[config.mk]
export PLATFORM = sky130hd
export DESIGN_NAME = vm_multi_flat
export DESIGN_NICKNAME = d
export VERILOG_FILES = /design/src/rtl/vm_multi_if.sv /design/src/rtl/vm_multi.sv /design/src/flat_wrapper.sv
export SDC_FILE = /design/constraint.sdc
export NUM_CORES = 1
export LEC_CHECK = 0
export ABC_AREA = 1
export CAP_MARGIN = 0
export CORE_ASPECT_RATIO = 1.2
export CORE_MARGIN = 3
export CORE_UTILIZATION = 39
export DETAILED_ROUTE_END_ITERATION = 8
export PLACE_DENSITY = 0.58
export SYNTH_ARGS = -nofsm -noshare
export SYNTH_HDL_FRONTEND = slang
export SYNTH_SLANG_ARGS = --single-unit
export TNS_END_PERCENT = 10
[constraint.sdc]
create_clock -name clk -period 11.2 [get_ports clk]
set_clock_uncertainty 0.2 [all_clocks]
set_input_delay 1.68 -clock clk [delete_from_list [all_inputs] [get_ports clk]]
set_output_delay 1.68 -clock clk [all_outputs]
set_load 0.02 [all_outputs]
[src/rtl/vm_multi_if.sv]
// rtl/vm_multi_if.sv - front-end/back-end signal bundle for the vending controller
interface vm_multi_if #(
  parameter int PRICE_W = 5,
  parameter int CNT_W   = 6,
  parameter int MON_W   = 9
);
  logic               in_item_valid;
  logic [PRICE_W-1:0] in_item_price;
  logic [CNT_W-1:0]   in_item_stock;
  logic               in_coin_valid;
  logic [5:0]         in_coin;
  logic               in_rtn_coin;
  logic [2:0]         in_buy_item;
  logic [MON_W-1:0]   out_monitor;
  logic               out_valid;
  logic [3:0]         out_consumer;
  logic [CNT_W-1:0]   out_sell_num;
  logic [1:0]         out_status;

  modport master (
    output in_item_valid, in_item_price, in_item_stock,
    output in_coin_valid, in_coin, in_rtn_coin, in_buy_item,
    input  out_monitor, out_valid, out_consumer, out_sell_num, out_status
  );

  modport slave (
    input  in_item_valid, in_item_price, in_item_stock,
    input  in_coin_valid, in_coin, in_rtn_coin, in_buy_item,
    output out_monitor, out_valid, out_consumer, out_sell_num, out_status
  );
endinterface

[src/rtl/vm_multi.sv]
// rtl/vm_multi.sv - multi-slot vending controller with stock, status and credit saturation
module vm_multi #(
  parameter int N_ITEM  = 6,
  parameter int PRICE_W = 5,
  parameter int CNT_W   = 6,
  parameter int MON_W   = 9
) (
  input  logic        clk,
  input  logic        rst_n,
  vm_multi_if.slave   bus
);

  typedef enum logic [2:0] {
    S_IDLE   = 3'd0,
    S_LOAD   = 3'd1,
    S_COIN   = 3'd2,
    S_DECIDE = 3'd3,
    S_OUT    = 3'd4
  } state_t;

  localparam logic [1:0] ST_BUY  = 2'd0;
  localparam logic [1:0] ST_POOR = 2'd1;
  localparam logic [1:0] ST_REJ  = 2'd2;
  localparam logic [1:0] ST_RTN  = 2'd3;

  localparam logic [MON_W-1:0] C50 = MON_W'(50);
  localparam logic [MON_W-1:0] C20 = MON_W'(20);
  localparam logic [MON_W-1:0] C10 = MON_W'(10);
  localparam logic [MON_W-1:0] C5  = MON_W'(5);

  state_t             state_q, state_d;
  logic [2:0]         load_idx_q, load_idx_d;
  logic [2:0]         win_idx_q, win_idx_d;
  logic [MON_W-1:0]   credit_q, credit_d;
  logic               rtn_q, rtn_d;
  logic [2:0]         buy_q, buy_d;
  logic [1:0]         status_q, status_d;
  logic [MON_W-1:0]   change_q, change_d;
  logic [PRICE_W-1:0] price_q [N_ITEM];
  logic [PRICE_W-1:0] price_d [N_ITEM];
  logic [CNT_W-1:0]   stock_q [N_ITEM];
  logic [CNT_W-1:0]   stock_d [N_ITEM];
  logic [CNT_W-1:0]   sell_q  [N_ITEM];
  logic [CNT_W-1:0]   sell_d  [N_ITEM];

  logic [MON_W:0]     coin_sum;
  logic [MON_W-1:0]   credit_sat;
  logic [PRICE_W-1:0] sel_price;
  logic [CNT_W-1:0]   sel_stock;
  logic [MON_W-1:0]   r50, r20, r10, r5;

  // Saturating credit update and lookup of the selected slot's price/stock
  always_comb begin
    coin_sum   = {1'b0, credit_q} + {{(MON_W-5){1'b0}}, bus.in_coin};
    credit_sat = coin_sum[MON_W] ? '1 : coin_sum[MON_W-1:0];
    sel_price  = '0;
    sel_stock  = '0;
    for (int k = 0; k < N_ITEM; k++) begin
      if (buy_q == 3'(k + 1)) begin
        sel_price = price_q[k];
        sel_stock = stock_q[k];
      end
    end
  end

  // State register and all datapath registers
  always_ff @(posedge clk or negedge rst_n) begin
    if (!rst_n) begin
      state_q    <= S_IDLE;
      load_idx_q <= '0;
      win_idx_q  <= '0;
      credit_q   <= '0;
      rtn_q      <= 1'b0;
      buy_q      <= '0;
      status_q   <= '0;
      change_q   <= '0;
      for (int k = 0; k < N_ITEM; k++) begin
        price_q[k] <= '0;
        stock_q[k] <= '0;
        sell_q[k]  <= '0;
      end
    end else begin
      state_q    <= state_d;
      load_idx_q <= load_idx_d;
      win_idx_q  <= win_idx_d;
      credit_q   <= credit_d;
      rtn_q      <= rtn_d;
      buy_q      <= buy_d;
      status_q   <= status_d;
      change_q   <= change_d;
      for (int k = 0; k < N_ITEM; k++) begin
        price_q[k] <= price_d[k];
        stock_q[k] <= stock_d[k];
        sell_q[k]  <= sell_d[k];
      end
    end
  end

  // Next-state logic: load slots, accumulate coins, decode the command, run the window
  always_comb begin
    state_d    = state_q;
    load_idx_d = load_idx_q;
    win_idx_d  = win_idx_q;
    credit_d   = credit_q;
    rtn_d      = rtn_q;
    buy_d      = buy_q;
    status_d   = status_q;
    change_d   = change_q;
    price_d    = price_q;
    stock_d    = stock_q;
    sell_d     = sell_q;
    unique case (state_q)
      S_IDLE: begin
        if (bus.in_item_valid) begin
          // The first load beat arrives in IDLE and already belongs to slot 1
          price_d[0] = bus.in_item_price;
          stock_d[0] = bus.in_item_stock;
          load_idx_d = 3'd1;
          state_d    = S_LOAD;
        end else if (bus.in_coin_valid) begin
          credit_d = credit_sat;
          state_d  = S_COIN;
        end
      end
      S_LOAD: begin
        for (int k = 0; k < N_ITEM; k++) begin
          if (load_idx_q == 3'(k)) begin
            price_d[k] = bus.in_item_price;
            stock_d[k] = bus.in_item_stock;
          end
        end
        if (load_idx_q == 3'(N_ITEM - 1)) begin
          for (int k = 0; k < N_ITEM; k++) begin
            sell_d[k] = '0;
          end
          load_idx_d = '0;
          state_d    = S_IDLE;
        end else begin
          load_idx_d = load_idx_q + 3'd1;
        end
      end
      S_COIN: begin
        if (bus.in_coin_valid) begin
          credit_d = credit_sat;
        end else begin
          rtn_d   = bus.in_rtn_coin;
          buy_d   = bus.in_buy_item;
          state_d = S_DECIDE;
        end
      end
      S_DECIDE: begin
        change_d = '0;
        if (rtn_q || (buy_q == 3'd0)) begin
          status_d = ST_RTN;
          change_d = credit_q;
          credit_d = '0;
        end else if (({1'b0, buy_q} > 4'(N_ITEM)) || (sel_stock == '0)) begin
          status_d = ST_REJ;
        end else if (credit_q < {{(MON_W-PRICE_W){1'b0}}, sel_price}) begin
          status_d = ST_POOR;
        end else begin
          status_d = ST_BUY;
          change_d = credit_q - {{(MON_W-PRICE_W){1'b0}}, sel_price};
          credit_d = '0;
          for (int k = 0; k < N_ITEM; k++) begin
            if (buy_q == 3'(k + 1)) begin
              stock_d[k] = stock_q[k] - 1'b1;
              sell_d[k]  = sell_q[k] + 1'b1;
            end
          end
        end
        win_idx_d = '0;
        state_d   = S_OUT;
      end
      S_OUT: begin
        if (win_idx_q == 3'(N_ITEM - 1)) begin
          win_idx_d = '0;
          state_d   = S_IDLE;
        end else begin
          win_idx_d = win_idx_q + 3'd1;
        end
      end
      default: state_d = S_IDLE;
    endcase
  end

  // Serial window outputs: slot, greedy change breakdown and per-slot sell counts
  always_comb begin
    r50 = change_q % C50;
    r20 = r50 % C20;
    r10 = r20 % C10;
    r5  = r10 % C5;
    bus.out_valid    = (state_q == S_OUT);
    bus.out_status   = bus.out_valid ? status_q : 2'd0;
    bus.out_sell_num = '0;
    bus.out_consumer = '0;
    if (bus.out_valid) begin
      for (int k = 0; k < N_ITEM; k++) begin
        if (win_idx_q == 3'(k)) begin
          bus.out_sell_num = sell_q[k];
        end
      end
      if ((status_q == ST_BUY) || (status_q == ST_RTN)) begin
        case (win_idx_q)
          3'd0:    bus.out_consumer = (status_q == ST_BUY) ? {1'b0, buy_q} : 4'd0;
          3'd1:    bus.out_consumer = 4'(change_q / C50);
          3'd2:    bus.out_consumer = 4'(r50 / C20);
          3'd3:    bus.out_consumer = 4'(r20 / C10);
          3'd4:    bus.out_consumer = 4'(r10 / C5);
          3'd5:    bus.out_consumer = 4'(r5);
          default: bus.out_consumer = 4'd0;
        endcase
      end
    end
  end

  assign bus.out_monitor = credit_q;

endmodule

[src/flat_wrapper.sv]
// flat-port wrapper written by rule: the top's interface ports become plain ports
module vm_multi_flat 
#(
  parameter int N_ITEM  = 6,
  parameter int PRICE_W = 5,
  parameter int CNT_W   = 6,
  parameter int MON_W   = 9
)
  (clk, rst_n, bus_in_item_valid, bus_in_item_price, bus_in_item_stock, bus_in_coin_valid, bus_in_coin, bus_in_rtn_coin, bus_in_buy_item, bus_out_monitor, bus_out_valid, bus_out_consumer, bus_out_sell_num, bus_out_status);
  vm_multi_if #(.PRICE_W(PRICE_W), .CNT_W(CNT_W), .MON_W(MON_W)) bus_i ();
  input  logic clk;
  input  logic rst_n;
  input wire logic [$bits(bus_i.in_item_valid)-1:0] bus_in_item_valid;
  input wire logic [$bits(bus_i.in_item_price)-1:0] bus_in_item_price;
  input wire logic [$bits(bus_i.in_item_stock)-1:0] bus_in_item_stock;
  input wire logic [$bits(bus_i.in_coin_valid)-1:0] bus_in_coin_valid;
  input wire logic [$bits(bus_i.in_coin)-1:0] bus_in_coin;
  input wire logic [$bits(bus_i.in_rtn_coin)-1:0] bus_in_rtn_coin;
  input wire logic [$bits(bus_i.in_buy_item)-1:0] bus_in_buy_item;
  output wire logic [$bits(bus_i.out_monitor)-1:0] bus_out_monitor;
  output wire logic [$bits(bus_i.out_valid)-1:0] bus_out_valid;
  output wire logic [$bits(bus_i.out_consumer)-1:0] bus_out_consumer;
  output wire logic [$bits(bus_i.out_sell_num)-1:0] bus_out_sell_num;
  output wire logic [$bits(bus_i.out_status)-1:0] bus_out_status;
  assign bus_i.in_item_valid = bus_in_item_valid;
  assign bus_i.in_item_price = bus_in_item_price;
  assign bus_i.in_item_stock = bus_in_item_stock;
  assign bus_i.in_coin_valid = bus_in_coin_valid;
  assign bus_i.in_coin = bus_in_coin;
  assign bus_i.in_rtn_coin = bus_in_rtn_coin;
  assign bus_i.in_buy_item = bus_in_buy_item;
  assign bus_out_monitor = bus_i.out_monitor;
  assign bus_out_valid = bus_i.out_valid;
  assign bus_out_consumer = bus_i.out_consumer;
  assign bus_out_sell_num = bus_i.out_sell_num;
  assign bus_out_status = bus_i.out_status;
  vm_multi #(.N_ITEM(N_ITEM), .PRICE_W(PRICE_W), .CNT_W(CNT_W), .MON_W(MON_W)) u_core (.clk(clk), .rst_n(rst_n), .bus(bus_i));
endmodule
==> flow_metrics.py <==
metrics = {
    "synth": {
        "synth_top_cell_by_area": "dfrtp_1",
        "yosys_register_bits": 135,
        "muxShareOfSynthArea": 0.002338,
        "synth_top_family_by_area": "simple AND/OR/NAND/NOR gates",
        "synthArstFlopShare": 1.000,
        "synth_top_area_share": 0.3507,
        "synth_compound_area_frac": 0.1794,
        "synth_nets": 1390,
        "synth_xor_xnor_area_share": 0.03234,
        "synth_adder_area_share": 0.04832,
        "ys_seq_area_frac": 0.3507,
        "synth_cell_type_count": 57,
        "netlist_top_cells_area": "dfrtp_1 35%, nand2_1 9.6%, inv_1 7.7%",
        "synthCells": 1329,
        "synthesis.area_um2": 9633,
        "synthFlopType": "dfrtp_1",
        "postSynthAreaPerCell_um2": 7.248,
        "yosysWarnings": 0,
        "synth_edf_count": 0,
        "yosys.area_share.simple": 0.2885,
    },
    "timing": {
        "timing.final.hold_violations": 0,
        "final-setup-viol-count": 0,
        "fmax_mhz": 100.7,
        "slew_viol_final": 0,
        "period_minus_slack_ps": 9930,
        "setup_tns_ps": 0,
        "final.period_utilization": 0.8866,
        "relSlewSlack": 0.1556,
        "tightest_slew_ps": 1259,
        "rsz0062_at_grt": "false",
    },
    "clock_network": {
        "cts_tree": "built",
        "numClockSinks": 135,
        "ctsResizeCount": 0,
        "clockRootBuffer": "clkbuf_16",
        "cts_inserted_buffers": 17,
        "insertion_delay_ps": 420,
        "hold_buffers": 0,
        "path_clk_slew_ps": 60,
        "ctsLongestPathBuffers": 2,
        "post-cts-setup-buffer-count": 0,
        "h-tree-depth": 4,
    },
    "floorplanning": {
        "die_h_um": 178.2,
        "die_area_um2": 26630,
        "rows": 62,
        "die_w_um": 149.5,
        "coreArea_um2": 24130,
        "pin_count": 47,
        "initial_core_util": 0.3993,
    },
    "detailed_routing": {
        "drt-initial-drc-count": 467,
        "ant_nets": 0,
        "drc": 0,
        "wl_per_cell_um": 14.29,
        "dr.pass1.iters": 5,
        "vias": 8787,
        "routed_via_density": 5.151,
        "wl_mm": 24.38,
    },
    "worst_setup_path": {
        "worstRegToRegCells": 27,
        "cp-end-kind": "output pin",
        "worstSetupStartpointType": "register",
        "worstSetupPathType": "register to output pin",
        "crit_required_ps": 9320,
        "crit_fanout": 8,
        "cpPeakStageDelay_ps": 620,
        "r2r_start": "u_core.buy_q[0]",
        "slowest_stage": "clkdlybuf4s50_1",
        "worstReg2RegEnd": "u_core.sell_q[5]",
        "critPathArrivalTime_ps": 8050,
        "r2r_slack_ps": 6050,
        "crit_top_cell": "nand2_1",
        "critPathCapture": "bus_out_consumer[0]",
        "crit_start": "u_core.change_q[5]",
    },
    "finish": {
        "fillers": 2444,
        "nets": 1434,
        "areaGrowthSynthToFinish_pct": 15.17,
        "layout_commonest_cell": "nand2_1",
        "drive_gt1_frac": 0.09740,
        "diodes": 0,
        "final_cell_mix": "246 x nand2_1, 197 x inv_1, 140 x o21ai_0",
    },
    "flow_run": {
        "drv_cap": 0,
    },
    "placement": {
        "place.port_buffers": 46,
        "gp_congestion": 0.8457,
        "dp_hpwl_mm": 18.34,
    },
    "status": {
        "status": "completed",
    },
    "global_routing": {
        "grt_pass1_wl_mm": 41.34,
        "grt_max_degree": 78,
        "grt_pass1_vias": 8533,
        "grt_use_total": 0.1901,
        "grt-ovfl-total": 0,
        "antenna_found_initial": 0,
    },
    "hold_path": {
        "hp-class": "register to register",
    },
}
-- flip-flops by register name (all words and copies together) (netlist names) --
register	cells
u_core.bus.out_monitor	9
u_core.buy_q	3
u_core.change_q	9
u_core.load_idx_q	3
u_core.price_q	30
u_core.rtn_q	1
u_core.sell_q	36
u_core.state_q	3
u_core.status_q	2
u_core.stock_q	36
u_core.win_idx_q	3
-- cells by family after synthesis --
| family | after synthesis |
|---|---|
| flip-flops | 135 |
| multiplexers | 2 |
| XOR/XNOR | 33 |
| AND/OR/NAND/NOR | 571 |
| AO/OA/AOI/OAI | 300 |
| adder cells (fa/ha/maj) | 36 |
| buffers and inverters | 252 |
-- worst max-delay path, delay by kind of cell (launching register included) --
family / cells / cell delay (ps)
simple gates: 47 / 4270
buf+inv: 11 / 1430
fa+ha+maj: 4 / 780
compound gates: 3 / 650
flops: 1 / 460
-- through the flow --
stage,hold slack (ps),utilization,instances,instance area [um2],setup slack (ps)
4_1_cts,285.6,0.4599,1706,11090,1289
3_5_place_dp,271.1,0.4331,1674,10450,1745
6_report,283.2,0.4599,1706,11090,1270
3_3_place_gp,265.8,0.4331,1674,10450,1940
2_1_floorplan,247.8,-,1329,9633,2833
5_1_grt,310.7,0.4599,1706,11090,396.7
-- final cells by class --
cell class | instances | area, um2 | share of cell area
Sequential cell | 135 | 3378 | 0.3045
Tap cell | 320 | 400.4 | 0.03609
Timing Repair Buffer | 54 | 521.8 | 0.04703
Clock inverter | 13 | 192.7 | 0.01737
Multi-Input combinational cell | 942 | 5311 | 0.4787
Inverter | 223 | 837.1 | 0.07545
Clock buffer | 19 | 452.9 | 0.04083
-- routing by layer --
| layer | share of wire | track usage |
|---|---|---|
| met1 | 0.47 | 0.2467 |
| met2 | 0.48 | 0.3285 |
| met3 | 0.028 | 0.02668 |
| met4 | 0.019 | 0.05876 |
| met5 | 0 | 0 |
-- worst min-delay path by stage --
stage                                   from                  to  slack [ps]  cells past startpoint
after floorplan           u_core.price_q[25]  u_core.price_q[25]         250                      2
after detailed placement   u_core.price_q[5]   u_core.price_q[5]         270                      2
final                     u_core.price_q[12]  u_core.price_q[12]         280                      2
after CTS                  u_core.price_q[5]   u_core.price_q[5]         290                      2
after global routing       u_core.price_q[3]   u_core.price_q[3]         310                      2
after global placement     u_core.price_q[1]   u_core.price_q[1]         270                      2
-- cells in the mapped netlist, types with 4 or more instances --
library cell,n
a211oi_1,10
a21oi_1,70
a31oi_1,17
clkbuf_1,27
clkinv_1,6
dfrtp_1,135
ha_1,34
inv_1,197
inv_2,20
nand2_1,246
nand2_2,23
nand2_4,13
nand3_1,72
nand3_2,11
nand4_1,29
nor2_1,112
nor3_1,27
nor3b_1,4
nor4_1,10
o2111ai_1,4
o211ai_1,4
o21ai_0,140
o21ai_1,6
o221ai_1,11
o22ai_1,16
o31ai_1,5
xnor2_1,7
xor2_1,23
Power is not shown: default switching activity piles up to over one toggle a cycle in this logic, so the estimate is an artifact.
